--- config.mk ---
export PLATFORM = sky130hd
export DESIGN_NAME = demux_bl_loader
export DESIGN_NICKNAME = d
export VERILOG_FILES = /design/src/rtl/demux_bl_loader.sv
export SDC_FILE = /design/constraint.sdc
export NUM_CORES = 1
export LEC_CHECK = 0
export ABC_CLOCK_PERIOD_IN_PS = 4700
export BUFFER_PORTS_ARGS = -buffer_cell sky130_fd_sc_hd__buf_2
export CORE_MARGIN = 2
export CORE_UTILIZATION = 50
export DETAILED_ROUTE_END_ITERATION = 12
export PLACE_DENSITY_LB_ADDON = 0.3
export SYNTH_ARGS = -nofsm -noshare
export SYNTH_HDL_FRONTEND = slang
export SYNTH_SLANG_ARGS = --single-unit
--- constraint.sdc ---
create_clock -name clk -period 4.7 [get_ports clk]
set_clock_uncertainty 0.15 [all_clocks]
set_input_delay 0.47 -clock clk [delete_from_list [all_inputs] [get_ports clk]]
set_output_delay 0.47 -clock clk [all_outputs]
set_load 0.005 [all_outputs]
--- src/rtl/demux_bl_loader.sv ---
// demux_bl_loader
//   Write-side distributor for an 8-entry register bank. Words on Din are
//   stored into one of eight registered channels, either by a single
//   addressed write (we/ADR in IDLE) or by an 8-word burst (start, then stb)
//   that begins at ADR. The burst pointer increments and wraps modulo 8.
// Ports:
//   clk, rst      clock, asynchronous active-high reset
//   Din           data word to write
//   ADR           single-write channel / burst base channel
//   we            single write strobe (IDLE only)
//   start         burst start pulse (IDLE only)
//   stb           burst data strobe (LOAD only)
//   D0o..D7o      registered channel contents
//   busy          high while a burst is in progress
//   done          one-cycle pulse after the 8th burst word
//   ptr           current burst write pointer
module demux_bl_loader #(
  parameter int WIDTH = 16
) (
  input  logic             clk,
  input  logic             rst,
  input  logic [WIDTH-1:0] Din,
  input  logic [2:0]       ADR,
  input  logic             we,
  input  logic             start,
  input  logic             stb,
  output logic [WIDTH-1:0] D0o,
  output logic [WIDTH-1:0] D1o,
  output logic [WIDTH-1:0] D2o,
  output logic [WIDTH-1:0] D3o,
  output logic [WIDTH-1:0] D4o,
  output logic [WIDTH-1:0] D5o,
  output logic [WIDTH-1:0] D6o,
  output logic [WIDTH-1:0] D7o,
  output logic             busy,
  output logic             done,
  output logic [2:0]       ptr
);

  typedef enum logic {IDLE, LOAD} state_t;

  state_t           state, state_nx;
  logic [2:0]       cnt;
  logic [WIDTH-1:0] ch [8];
  logic             wr_en;
  logic [2:0]       wr_adr;
  logic             busy_nx;
  logic             done_nx;
  logic             last_word;

  // State register
  always_ff @(posedge clk or posedge rst) begin
    if (rst) state <= IDLE;
    else     state <= state_nx;
  end

  // Next-state logic
  always_comb begin
    state_nx = state;
    case (state)
      IDLE:    if (start) state_nx = LOAD;
      LOAD:    if (last_word) state_nx = IDLE;
      default: state_nx = IDLE;
    endcase
  end

  // Output / write-control decode
  always_comb begin
    last_word = (state == LOAD) && stb && (cnt == 3'd7);
    wr_en     = ((state == IDLE) && we) || ((state == LOAD) && stb);
    wr_adr    = (state == IDLE) ? ADR : ptr;
    busy_nx   = (state_nx == LOAD);
    done_nx   = last_word;
  end

  // busy and done are flopped so no input reaches an output combinationally
  always_ff @(posedge clk or posedge rst) begin
    if (rst) begin
      busy <= 1'b0;
      done <= 1'b0;
    end else begin
      busy <= busy_nx;
      done <= done_nx;
    end
  end

  // Burst pointer and word counter
  always_ff @(posedge clk or posedge rst) begin
    if (rst) begin
      ptr <= '0;
      cnt <= '0;
    end else if ((state == IDLE) && start) begin
      ptr <= ADR;
      cnt <= '0;
    end else if ((state == LOAD) && stb) begin
      ptr <= ptr + 3'd1;
      cnt <= cnt + 3'd1;
    end
  end

  // Channel bank: only the addressed entry changes
  always_ff @(posedge clk or posedge rst) begin
    if (rst) begin
      for (int unsigned i = 0; i < 8; i++) ch[i] <= '0;
    end else if (wr_en) begin
      ch[wr_adr] <= Din;
    end
  end

  assign D0o = ch[0];
  assign D1o = ch[1];
  assign D2o = ch[2];
  assign D3o = ch[3];
  assign D4o = ch[4];
  assign D5o = ch[5];
  assign D6o = ch[6];
  assign D7o = ch[7];

endmodule

# Word level (Yosys, flattened, before mapping)
# Index checks and enable logic that the tools add are counted.
[totals]
word_cells = 37
ff_bits = 136
[classes]
eq_ne = 1
bitwise = 2
n_mux = 11
addsub = 2
reduce_logical = 7
order_cmp = 2
[op_table]
columns = ["operator", "count"]
rows = [
  ["$bwmux 128", 1],
  ["$demux 16 s3", 1],
  ["$mux 16", 1],
  ["$mux 3", 5],
  ["$add 3x1->3 const B", 2],
  ["$logic_and 1x1->1", 5],
  ["$ge 4x4->1 const B", 1],
  ["$lt 4x1->1 const B", 1],
  ["$not 3->4", 1],
  ["$eq 3x3->1 const B", 1],
  ["$mux 1", 2],
  ["$pmux 1 s2", 1],
  ["$reduce_bool 2->1", 1],
  ["$logic_or 1x1->1", 1],
  ["$not 1->1", 1],
]

# Longest topological paths before layout
[logic_depth]
depth_word = 7
mapped_depth = 7

# Worst setup path before layout
# Ideal clock, no wire load.
[synth_timing]
path_kind = "in2reg"
startpoint = "input stb"
endpoint = "register ch (netlist bit D0o[0])"
path_slack_ps = 2665
setup_time_ps = 125
arrival_time_ps = 1760
required_ps = 4425
cell_stages = 6
path_buffers = 3
cell_sequence = "buf_4 > and3b_1 > buf_2 > o22ai_2 > buf_6 > mux2_2"
[synth_via]
elab_chain_cells = 2
[synth_rtl]
columns = ["element", "line", "source"]
rows = [
  ["start, declared", "26", "input logic stb,"],
  ["$logic_and 1x1->1", "70", "wr_en = ((state == IDLE) && we) || ((state == LOAD) && stb);"],
  ["$logic_or 1x1->1", "70", ""],
  ["end signal, assigned by index", "106", "ch[wr_adr] <= Din;"],
  ["end, declared", "44", "logic [WIDTH-1:0] ch [8];"],
]
# No other way between the ends.
# A chain may end at the register's enable or synchronous reset.

==> results.toml <==
[clocking]
cts-root-buf = "clkbuf_8"
numCtsBuffers = 17
cts_hold_buffers = 1
clock-sinks = 136
clock_path_buffers = 2
clock_latency_ps = 520
cts_tree = "done"
cts_setup_buffers = 0
cts_max_level = 4
clk_pin_slew_ps = 60
post_cts_resized = 0

[global_routing]
grt_pass1_vias = 3554
grt_antenna_before_repair = 0
grt-ovfl-total = 0
grt_max_degree = 51
grt_pass1_wl_mm = 19.5
grt_usage_pct = 22.0

[timing]
tightest_slew_ps = 1120
setup_ws_ps = 1970
period_minus_slack_ps = 2730
fin_crit_sh_pct = 58.1
rsz0062_at_grt = "no"
slew_headroom_pct = 25.4
drv_slew = 0
final-hold-violation-count = 0
hold_slack_ps = 113
max_clock_freq_mhz = 366
setup_viol = 0
setup_tns_ps = 0

[floorplan]
rows = 38
dieArea_mm2 = 0.0119
die-height_um = 109
start_util_pct = 51.1
ios = 157
die_width_um = 109
core_mm2 = 0.0108

[setup_path]
crit_arrival_ps = 2980
crit_end = "D7o[6]"
reg2reg_slack_ps = 1970
worst_r2r_path_depth = 3
crit_required_ps = 4940
r2r-end = "D7o[6]"
path_class = "reg2reg"
r2r_start = "busy"
crit_path_max_fanout = 25
worstSetupEndpointType = "flip-flop"
crit_start = "busy"
startpoint_type = "flip-flop"

[place]
io_buffers = 156
gp_congestion = 0.817
hpwl_mm = 8.22
place_ws_ps = 1970
placed_area_mm2 = 0.00637

[finish]
antenna_cells = 0
nets = 517
final_area_mm2 = 0.00706
drive_above_1_share_pct = 66.2
layout_commonest_cell = "buf_2"
mostFrequentLayoutCells = "buf_2, dfrtp_1, mux2_2"
area_growth_pct = 27.4

[synthesis]
yosysUniqueCellTypes = 37
ys_ff_latch = 136
synthCells = 326
synth.avg_cell_area_um2 = 17.0
ys_seq_area_share_pct = 61.4
syn_nets = 353
synth_area_mm2 = 0.00554
yosys_warnings = 0

[routing]
wl_per_cell_um = 19.2
detail-route-antenna-nets = 0
vias = 3403
viasPerCell = 5.29
wirelength_mm = 12.3
drt_pass1_iterations = 4
drtIter0Drc = 129
drc_errors = 0

[power_and_ir_drop]
swShare_pct = 28.3
vdd_drop_max_uv = 330
pwr-share-comb_pct = 32.8
seq_power_share_pct = 39.0
power_switching_uw = 1520
powerDensity_mw_per_mm2 = 760
clkPwrFrac_pct = 28.2
internal_power_uw = 3850
power_leakage_uw = 0.00350
power_uw = 5370

[flow_run]
max_cap_violations = 0

[run_status]
status = "finished clean"

[min_path]
hp-class = "in2reg"
whs_path_depth = 3
==> metrics by stage <==
stage,utilization [%],cells
global placement,58.7,610
detailed placement,58.7,610
finish,65.1,643
floorplan,-,326
CTS,65.1,643
global route,65.1,643
==> sequential cells by signal, indices dropped and copies added (netlist names), 3 cells and up <==
name and count:
D0o 16, D1o 16, D2o 16, D3o 16
D4o 16, D5o 16, D6o 16, D7o 16
cnt 3, ptr 3
==> worst max-delay path, stage by stage, from the launching register on <==
cell and delay, ps:
dfrtp_1 800, nand3_2 280, a22oi_2 940, mux2_2 420
==> power groups by stage <==
stage | Combinational (µW) | Clock (µW) | Sequential [µW]
after floorplan | 981 | 0 | 2110
after global placement | 1730 | 0 | 2070
after detailed placement | 1780 | 0 | 2100
after CTS | 1790 | 1540 | 2090
after global routing | 1940 | 1590 | 2170
final | 1760 | 1510 | 2090
==> layout make-up <==
type / count / area [µm²]
inverter: 2 / 10.0
fill: 801 / 3780
timing repair buffer: 160 / 813
sequential: 136 / 3400
tap: 140 / 175
clock buffer: 21 / 469
multi-input combinational: 173 / 1980
clock inverter: 11 / 215
==> worst min path at each step <==
stage                       start  endpoint  slack (ps)
after detailed placement  D4o[13]   D4o[13]         340
final                       start    ptr[0]         110
after global routing        start    ptr[0]         120
after global placement     cnt[1]    cnt[1]         330
after CTS                   start    ptr[0]          80
after floorplan            cnt[0]    cnt[0]         310
==> synth_stat cells (all sizes together) <==
| library cell | count | area (µm²) |
|---|---|---|
| a21oi | 1 | 5.00 |
| a22o | 1 | 8.76 |
| a22oi | 3 | 46.3 |
| a2bb2o | 3 | 60.1 |
| a2bb2oi | 1 | 15.0 |
| a31oi | 1 | 6.26 |
| a32o | 1 | 10.0 |
| a41oi | 1 | 8.76 |
| and3 | 1 | 6.26 |
| and3b | 1 | 8.76 |
| buf | 14 | 154 |
| clkbuf | 1 | 3.75 |
| dfrtp | 136 | 3400 |
| ha | 3 | 37.5 |
| inv | 2 | 7.51 |
| mux2 | 129 | 1570 |
| mux2i | 1 | 10.0 |
| nand2 | 6 | 22.5 |
| nand3 | 4 | 25.0 |
| nand3b | 5 | 50.1 |
| nor2 | 2 | 7.51 |
| nor3 | 1 | 10.0 |
| nor3b | 3 | 27.5 |
| o21a | 1 | 7.51 |
| o21ai | 1 | 5.00 |
| o22ai | 1 | 12.5 |
| or3b | 2 | 20.0 |
==> per-layer routing <==
metal  track usage [%]  share of wire (%)  vias up
li1                  -                  -     1514
met1              27.8                 42     1752
met2              35.1                 49      118
met3              7.59                7.8       19
met4              8.41                1.4        0
met5                 0                  0        -
==> kinds of logic (layout without fill, tap and decap cells) <==
logic type      after synthesis  in the layout  share of synthesized area [%]
mux                         130            130                           28.4
buf+inv                      17            194                           2.98
flops                       136            136                           61.4
fa+ha+maj                     3              3                          0.677
compound gates               15             15                           3.34
simple gates                 25             25                           3.20
No activity file was read; power rests on OpenSTA's default activity.
